File: config.mk
export PLATFORM = sky130hd
export DESIGN_NAME = profile_arbiter_flat
export DESIGN_NICKNAME = d
export VERILOG_FILES = /design/src/rtl/profile_arbiter_if.sv /design/src/rtl/profile_arbiter.sv /design/src/flat_wrapper.sv
export SDC_FILE = /design/constraint.sdc
export NUM_CORES = 1
export LEC_CHECK = 0
export CAP_MARGIN = 20
export CELL_PAD_IN_SITES_DETAIL_PLACEMENT = 2
export CELL_PAD_IN_SITES_GLOBAL_PLACEMENT = 2
export CORE_MARGIN = 4
export CORE_UTILIZATION = 35
export CTS_BUF_LIST = sky130_fd_sc_hd__clkbuf_4 sky130_fd_sc_hd__clkbuf_8
export CTS_CLUSTER_DIAMETER = 120
export DETAILED_ROUTE_END_ITERATION = 12
export PLACE_DENSITY_LB_ADDON = 0.3
export SYNTH_ARGS = -nofsm -noshare
export SYNTH_HDL_FRONTEND = slang
export SYNTH_SLANG_ARGS = --single-unit
File: constraint.sdc
create_clock -name clk -period 4.72 [get_ports clk]
set_clock_uncertainty 0.15 [all_clocks]
set_input_delay 0.472 -clock clk [delete_from_list [all_inputs] [get_ports clk]]
set_output_delay 0.472 -clock clk [all_outputs]
set_load 0.01 [all_outputs]
File: src/rtl/profile_arbiter_if.sv
// ---------------------------------------------------------------------------
// profile_arbiter_if
// Request/grant bundle between the user-request front end (master) and the
// profile arbiter (slave).
//   req        : per-user level request, held while the resource is wanted
//   prof       : 2-bit profile of user i at prof[2i+1:2i] (higher = stronger)
//   grant      : registered one-hot grant, all-zero when the resource is free
//   busy       : registered, high while any grant bit is set
//   owner_prof : profile latched for the current owner, 0 when free
//   preempt    : one-cycle pulse when the owner is revoked by a stronger user
// ---------------------------------------------------------------------------
interface profile_arbiter_if #(
  parameter int N = 4
);
  logic [N-1:0]   req;
  logic [2*N-1:0] prof;
  logic [N-1:0]   grant;
  logic           busy;
  logic [1:0]     owner_prof;
  logic           preempt;

  modport master (
    output req, prof,
    input  grant, busy, owner_prof, preempt
  );

  modport slave (
    input  req, prof,
    output grant, busy, owner_prof, preempt
  );
endinterface

File: src/rtl/profile_arbiter.sv
// ---------------------------------------------------------------------------
// profile_arbiter
// Grants one shared resource to one of N users ranked by 2-bit profile.
// A challenger preempts the owner only with a strictly greater profile and
// only after the owner has held the grant for MIN_HOLD cycles. Every handover
// passes through a one-cycle GAP with no grant (break-before-make).
//
// Ports:
//   clk   : clock, rising edge
//   rst_n : asynchronous active-low reset
//   bus   : profile_arbiter_if.slave (req/prof in; grant/busy/owner_prof/
//           preempt out, all outputs registered)
//
// Optional feature (macro PROF_AGING_EN): each waiting user ages; after
// AGE_LIMIT cycles of waiting its effective profile becomes 2'b11 for winner
// selection and the preempt comparison. Without the macro AGE_LIMIT is only
// range-checked and the effective profile is the raw profile.
// ---------------------------------------------------------------------------
module profile_arbiter #(
  parameter int N         = 4,
  parameter int MIN_HOLD  = 4,
  parameter int AGE_LIMIT = 16
) (
  input  logic             clk,
  input  logic             rst_n,
  profile_arbiter_if.slave bus
);

  localparam int IW = $clog2(N);
  localparam int HW = $clog2(MIN_HOLD + 1);
  localparam logic [HW-1:0] HOLD_MAX = HW'(MIN_HOLD);

  if (N < 2 || N > 8 || MIN_HOLD < 1 || AGE_LIMIT < 1) begin : g_bad_cfg
    $error("profile_arbiter: parameter out of range");
  end

  typedef enum logic [1:0] {IDLE, HOLD, GAP} state_t;

  state_t        state;
  logic [HW-1:0] hold_cnt;
  logic [IW-1:0] owner_idx;

  logic [1:0]    eff_prof [N];
  logic          any_req;
  logic [IW-1:0] win_idx;
  logic [1:0]    win_prof;
  logic          challenge;
  logic          owner_req;

  // Effective profile per user.
`ifdef PROF_AGING_EN
  localparam int AW = $clog2(AGE_LIMIT + 1);
  localparam logic [AW-1:0] AGE_MAX = AW'(AGE_LIMIT);

  logic [AW-1:0] wait_cnt [N];

  // NOTE: the wait counters are a handful of flops, not a RAM, so they are
  // reset along with the rest of the state; a true memory array would not be.
  always_ff @(posedge clk or negedge rst_n) begin
    if (!rst_n) begin
      for (int i = 0; i < N; i++) wait_cnt[i] <= '0;
    end else begin
      for (int i = 0; i < N; i++) begin
        if (!bus.req[i] || bus.grant[i]) wait_cnt[i] <= '0;
        else if (wait_cnt[i] != AGE_MAX)  wait_cnt[i] <= wait_cnt[i] + 1'b1;
      end
    end
  end

  always_comb begin
    for (int i = 0; i < N; i++)
      eff_prof[i] = (wait_cnt[i] == AGE_MAX) ? 2'b11 : bus.prof[2*i +: 2];
  end
`else
  always_comb begin
    for (int i = 0; i < N; i++) eff_prof[i] = bus.prof[2*i +: 2];
  end
`endif

  // Winner: highest effective profile among requesters; strict '>' keeps the
  // lowest index on ties.
  always_comb begin
    // NOTE: every always_comb output gets a default first so no path through
    // the block leaves it unassigned, which would infer a latch.
    any_req  = 1'b0;
    win_idx  = '0;
    win_prof = 2'b00;
    for (int i = 0; i < N; i++) begin
      if (bus.req[i] && (!any_req || eff_prof[i] > win_prof)) begin
        any_req  = 1'b1;
        win_idx  = IW'(i);
        win_prof = eff_prof[i];
      end
    end
  end

  // A challenger must beat the latched owner profile, not the owner's live one.
  always_comb begin
    challenge = 1'b0;
    for (int j = 0; j < N; j++) begin
      if (bus.req[j] && (IW'(j) != owner_idx) && (eff_prof[j] > bus.owner_prof))
        challenge = 1'b1;
    end
  end

  assign owner_req = bus.req[owner_idx];

  // NOTE: all state and outputs here use non-blocking assignments so every
  // register samples the pre-edge values and simulation matches hardware.
  always_ff @(posedge clk or negedge rst_n) begin
    if (!rst_n) begin
      state          <= IDLE;
      hold_cnt       <= '0;
      owner_idx      <= '0;
      bus.grant      <= '0;
      bus.busy       <= 1'b0;
      bus.owner_prof <= 2'b00;
      bus.preempt    <= 1'b0;
    end else begin
      bus.preempt <= 1'b0;
      case (state)
        IDLE, GAP: begin
          if (any_req) begin
            state          <= HOLD;
            hold_cnt       <= HW'(1);
            owner_idx      <= win_idx;
            bus.grant      <= {{(N-1){1'b0}}, 1'b1} << win_idx;
            bus.busy       <= 1'b1;
            bus.owner_prof <= win_prof;
          end else begin
            state <= IDLE;
          end
        end
        HOLD: begin
          // Release is tested first so it wins over a simultaneous preempt.
          if (!owner_req || (challenge && hold_cnt >= HOLD_MAX)) begin
            state          <= GAP;
            hold_cnt       <= '0;
            bus.grant      <= '0;
            bus.busy       <= 1'b0;
            bus.owner_prof <= 2'b00;
            bus.preempt    <= owner_req;
          end else if (hold_cnt != HOLD_MAX) begin
            hold_cnt <= hold_cnt + 1'b1;
          end
        end
        default: state <= IDLE;
      endcase
    end
  end

endmodule

File: src/flat_wrapper.sv
// flat-port wrapper written by rule: the top's interface ports become plain ports
module profile_arbiter_flat 
#(
  parameter int N         = 4,
  parameter int MIN_HOLD  = 4,
  parameter int AGE_LIMIT = 16
)
  (clk, rst_n, bus_req, bus_prof, bus_grant, bus_busy, bus_owner_prof, bus_preempt);
  profile_arbiter_if #(.N(N)) bus_i ();
  input  logic clk;
  input  logic rst_n;
  input wire logic [$bits(bus_i.req)-1:0] bus_req;
  input wire logic [$bits(bus_i.prof)-1:0] bus_prof;
  output wire logic [$bits(bus_i.grant)-1:0] bus_grant;
  output wire logic [$bits(bus_i.busy)-1:0] bus_busy;
  output wire logic [$bits(bus_i.owner_prof)-1:0] bus_owner_prof;
  output wire logic [$bits(bus_i.preempt)-1:0] bus_preempt;
  assign bus_i.req = bus_req;
  assign bus_i.prof = bus_prof;
  assign bus_grant = bus_i.grant;
  assign bus_busy = bus_i.busy;
  assign bus_owner_prof = bus_i.owner_prof;
  assign bus_preempt = bus_i.preempt;
  profile_arbiter #(.N(N), .MIN_HOLD(MIN_HOLD), .AGE_LIMIT(AGE_LIMIT)) u_core (.clk(clk), .rst_n(rst_n), .bus(bus_i));
endmodule
# == Yosys cells after proc, flatten, opt, wreduce, memory -nomap -nowiden ==
# Cells that the tools add are included.
# classes
addsub,1
order_cmp,9
eq_ne,9
shifts,1
mux,35
reduce_logical,27
# ops
cell,count
$mux 2,9
$mux 1,15
$gt 2x2->1,7
$logic_and 1x1->1,12
$mux 3,3
$mux 4,2
$pmux 2 s2,2
$pmux 4 s2,1
$pmux 3 s2,1
$reduce_and 3->1,2
$logic_not 1->1,4
$logic_or 1x1->1,4
$ne 2x1->1 const B,2
$ne 2x2->1 const A,2
$reduce_bool 2->1,2
$shl 1x2->4 const A,1
$add 3x1->3 const B,1
$ge 3x3->1 const B,1
$lt 2x3->1 const B,1
$ne 3x1->1 const B,1
$ne 3x3->1 const B,1
$bmux 1 s2,1
$eq 2x1->1 const B,1
$eq 2x2->1 const B,1
other kinds (5),5
# totals
register_bits,15
in_bits,14

# == Depth between registers and ports, before layout ==
# Gate-level depths: netlist of run 1.
# logic_depth
word_depth,16
mapped_depth,20

# == Least setup slack after synthesis of run 1 ==
# No wires, ideal clock.
# synth_path
kind,in2reg
start,input port bus_prof[1]
end,register u_core.bus.owner_prof[0]
setup_ps,126
t_arrival_ps,3406
setup_slack_ps,1038
cell_stages,17
path_buffers,0
cell_sequence,nand2_1 -> ha_1 -> nor2b_1 -> o21ai_0 -> a21oi_1 -> a22oi_1 -> inv_1 -> ha_1 -> a2bb2oi_1 -> o21a_1 -> o31ai_1 -> ha_1 -> a21oi_1 -> a21oi_1 -> o21ai_0 -> nor2_1 -> a221o_1
# synth_via
elab_chain_len,15
word_cells_on_any_way,31
cone_classes,order compare: 4; eq/ne: 2; mux: 13; reduce/logical: 12
# synth_lines
element,line_no,source
"start, declared",flat_wrapper.sv:13,input wire logic [$bits(bus_i.prof)-1:0] bus_prof;
$mux 2,profile_arbiter.sv:89,if (bus.req[i] && (!any_req || eff_prof[i] > win_prof)) begin
$gt 2x2->1,profile_arbiter.sv:89,
$logic_or 1x1->1,profile_arbiter.sv:89,
$logic_and 1x1->1,profile_arbiter.sv:89,
$mux 2 / $mux 1 (equally long branches),profile_arbiter.sv:89,
$gt 2x2->1 / $logic_not 1->1 (equally long branches),profile_arbiter.sv:89,
$logic_or 1x1->1,profile_arbiter.sv:89,
$logic_and 1x1->1,profile_arbiter.sv:89,
$mux 2 / $mux 1 (equally long branches),profile_arbiter.sv:89,
$gt 2x2->1 / $logic_not 1->1 (equally long branches),profile_arbiter.sv:89,
$logic_or 1x1->1,profile_arbiter.sv:89,
$logic_and 1x1->1,profile_arbiter.sv:89,
$mux 2 / $mux 1 (equally long branches),profile_arbiter.sv:89,
$mux 2 / $ne 2x1->1 (equally long branches),--,
$pmux 2 s2 / $reduce_and 3->1 (equally long branches),--,
"end signal, assigned",profile_arbiter.sv:129,bus.owner_prof <= win_prof;
"end, declared",profile_arbiter_if.sv:29,"output grant, busy, owner_prof, preempt"
# Several ways; a longest one is shown, not always the timed one. The select of a mux whose other input is x is not followed.
# A chain may end at the register's enable or synchronous reset.

# == Worst setup path in the final report of run 1 ==
# layout_path
start,input port bus_req[0]
end,register u_core.bus.owner_prof[1]
# layout_via
elab_chain_len,15
word_cells_on_any_way,36
cone_classes,order compare: 3; eq/ne: 2; mux: 16; reduce/logical: 15
# layout_lines
element,line_no,source
"start, declared",flat_wrapper.sv:12,input wire logic [$bits(bus_i.req)-1:0] bus_req;
$mux 2 / $mux 1 (equally long branches),profile_arbiter.sv:89,
$gt 2x2->1 / $logic_not 1->1 (equally long branches),profile_arbiter.sv:89,
$logic_or 1x1->1,profile_arbiter.sv:89,
$logic_and 1x1->1,profile_arbiter.sv:89,
$mux 2 / $mux 1 (equally long branches),profile_arbiter.sv:89,
$gt 2x2->1 / $logic_not 1->1 (equally long branches),profile_arbiter.sv:89,
$logic_or 1x1->1,profile_arbiter.sv:89,
$logic_and 1x1->1,profile_arbiter.sv:89,
$mux 2 / $mux 1 (equally long branches),profile_arbiter.sv:89,
$gt 2x2->1 / $logic_not 1->1 (equally long branches),profile_arbiter.sv:89,
$logic_or 1x1->1,profile_arbiter.sv:89,
$logic_and 1x1->1,profile_arbiter.sv:89,
$mux 2 / $mux 1 (equally long branches),profile_arbiter.sv:89,
$mux 2 / $ne 2x1->1 (equally long branches),--,
$pmux 2 s2 / $reduce_and 3->1 (equally long branches),--,
# Several ways; a longest one is shown, not always the timed one. The select of a mux whose other input is x is not followed.

==> flow_metrics.env, run 1 <==
export IMPL_cts_tree="done"
export IMPL_cts_setup_buffers=0
export IMPL_grt_pass1_wl_mm=6.14
export IMPL_ys_seq_elements=15
export IMPL_ys_types=37
export IMPL_syn_area_sq_um=1160
export IMPL_groute_usage_overall_pct=18.3
export IMPL_fp_dieArea_sq_um=4300
export IMPL_setup_tns_final_ns=0
export IMPL_drv_slew=0
export IMPL_cts_buffers=3
export IMPL_antenna_cells=0
export IMPL_crit_arrival_ns=4.39
export IMPL_critPathRequiredTime_ns=4.74
export IMPL_power_density_nw_per_um2=499
export IMPL_maxSlewHeadroom_pct=52.1
export IMPL_max_freq_mhz=229
export IMPL_antenna_left=0
export IMPL_cts_num_sinks=15
export IMPL_vias=1087
export IMPL_finalCritPeriodShare_pct=92.5
export IMPL_total_power_w=0.000747
export IMPL_grt_max_degree=16
export IMPL_synth_warnings=0
export IMPL_start_kind="input pin"
export IMPL_antenna_found_initial=0
export IMPL_gp_congestion=0.755
export IMPL_hold_class="flip-flop to flip-flop"
export IMPL_drive_above_1_share_pct=12.3
export IMPL_drc=0
export IMPL_die_w_microns=65.6
export IMPL_ctsHoldBuffers=0
export IMPL_status="completed"
export IMPL_worst_slew_pin_slew_ns=0.716
export IMPL_ir_drop_mv=0.219
export IMPL_synthArstFlopShare_pct=100
export IMPL_totalWireLength_mm=3.46
export IMPL_drt_vias_per_instance=5.49
export IMPL_syn_nets=156
export IMPL_port_buffers=21
export IMPL_start_util_pct=37.4
export IMPL_cts_buffer_depth=2
export IMPL_mostFrequentLayoutCell="clkdlybuf4s50_1"
export IMPL_place_hpwl_mm=2.79
export IMPL_final_min_clock_period_ns=4.37
export IMPL_clock_root_buffer="clkbuf_4"
export IMPL_die_y_microns=65.6
export IMPL_synth_enable_flop_cells=0
export IMPL_area_growth_pct=29.0
export IMPL_drtIter0Drc=26
export IMPL_overflow=0
export IMPL_ioPinCount=22
export IMPL_max_cap_viol_count=0
export IMPL_fp_coreArea_sq_um=3100
export IMPL_yosysSeqAreaShare_pct=32.4
export IMPL_drtPass1Iterations=4
export IMPL_hold_viol_final=0
export IMPL_criticalPathCategory="input pin to flip-flop"
export IMPL_clk_latency_ns=0.29
export IMPL_ys_flop_type="dfrtp_1"
export IMPL_first_global_vias=1278
export IMPL_wl_per_cell_microns=17.5
export IMPL_power_leakage_nw=0.701
export IMPL_path_clk_slew_ns=0.09
export IMPL_layout_common_cells="clkdlybuf4s50_1, inv_1, ha_1"
export IMPL_rows=20
export IMPL_synth_cells=126
export IMPL_finalSetupViolations=0
export IMPL_avgSynthCellArea_sq_um=9.21
export IMPL_cts_repair_resized=0
export IMPL_end_kind="flip-flop"
export IMPL_nets=185
export IMPL_htreeDepth=1
export IMPL_cp_max_fo=3
cells by family after synthesis:
group,synth area share (%)
buffers and inverters,6.15
AO/OA/AOI/OAI,27.8
adder cells (fa/ha/maj),17.3
flip-flops,32.4
AND/OR/NAND/NOR,12.4
multiplexers,3.99
worst paths after layout:
kind                       cells past startpoint  slack [ns]                startpoint                  endpoint
setup / recovery                              18        0.35                bus_req[0]  u_core.bus.owner_prof[1]
min in group asynchronous                      1        0.45                     rst_n        u_core.hold_cnt[2]
max in group asynchronous                      1        3.51                     rst_n       u_core.bus.grant[2]
hold / removal                                 1        0.35       u_core.bus.grant[3]       u_core.bus.grant[3]
hold reg to reg                                1        0.35       u_core.bus.grant[3]       u_core.bus.grant[3]
setup reg to reg                               8        2.33  u_core.bus.owner_prof[1]  u_core.bus.owner_prof[1]
cell type report:
class / count / area [sq um]
fill: 361 / 1610
multi-input combinational: 92 / 732
sequential: 15 / 375
timing repair buffer: 24 / 233
inverter: 19 / 71.3
tap: 44 / 55.1
clock buffer: 4 / 30.0
critical path: stages:
cell	delay (ns)
clkdlybuf4s50_1	0.50
nand2_1	0.10
ha_1	0.29
nor2b_1	0.15
o211ai_1	0.21
nor2b_1	0.26
nor2_1	0.08
ha_1	0.29
nor2b_1	0.14
a2bb2oi_1	0.15
o21a_1	0.23
o31ai_2	0.30
ha_1	0.29
a21oi_1	0.13
a21oi_1	0.09
o21ai_0	0.26
nor2_1	0.11
a221o_1	0.31
state kept, by name, indices dropped and copies added (netlist names):
register / count
u_core.bus.grant: 4
u_core.hold_cnt: 3
u_core.owner_idx: 2
u_core.state: 2
u_core.bus.preempt: 1
u_core.bus.owner_prof: 2
u_core.bus.busy: 1
power by group:
group	switching, W	leakage (nW)	internal [W]	total [W]
Clock	0.0000431	0.0184	0.0000386	0.0000817
Combinational	0.000222	0.495	0.000212	0.000433
Sequential	0.0000533	0.188	0.000179	0.000232
Total	0.000318	0.701	0.000429	0.000747
cells in the mapped netlist, types with 3 or more instances:
library cell | instances | area [sq um]
dfrtp_1 | 15 | 375
o21ai_1 | 3 | 15.0
ha_1 | 16 | 200
nand3_1 | 3 | 15.0
a22oi_1 | 3 | 22.5
o211ai_1 | 4 | 30.0
nand2_1 | 9 | 33.8
o21ai_0 | 3 | 15.0
nor2_1 | 6 | 22.5
a21oi_1 | 10 | 50.1
a221o_1 | 3 | 30.0
nor2b_1 | 4 | 25.0
inv_1 | 18 | 67.6
per-layer routing:
metal  vias up  wire length (microns)  GRT usage (%)
met3         5                    132           4.62
li1        519                      -              -
met2        22                   1670           31.2
met1       541                   1600           23.5
met5         -                      0              0
met4         0                     56           3.37
metrics by stage:
stage                     std cells  setup WS (ns)  cell area (sq um)  hold slack (ns)  util, %
after floorplan                 126           1.04               1160           0.0264        -
after global placement          194         0.0429               1450            0.330     46.7
after detailed placement        194        -0.0992               1450            0.331     46.7
after CTS                       198         0.0831               1480            0.358     47.6
after global routing            198        -0.0111               1500            0.383     48.2
final                           198          0.354               1500            0.352     48.2
(Power assumes the default switching activity.)
==> run 2, diff against run 1 <==
GPL_ROUTABILITY_DRIVEN = 0   (was default)
==> results of run 2 <==
No change in the layout: final DEF, timing and power equal those of run 1.
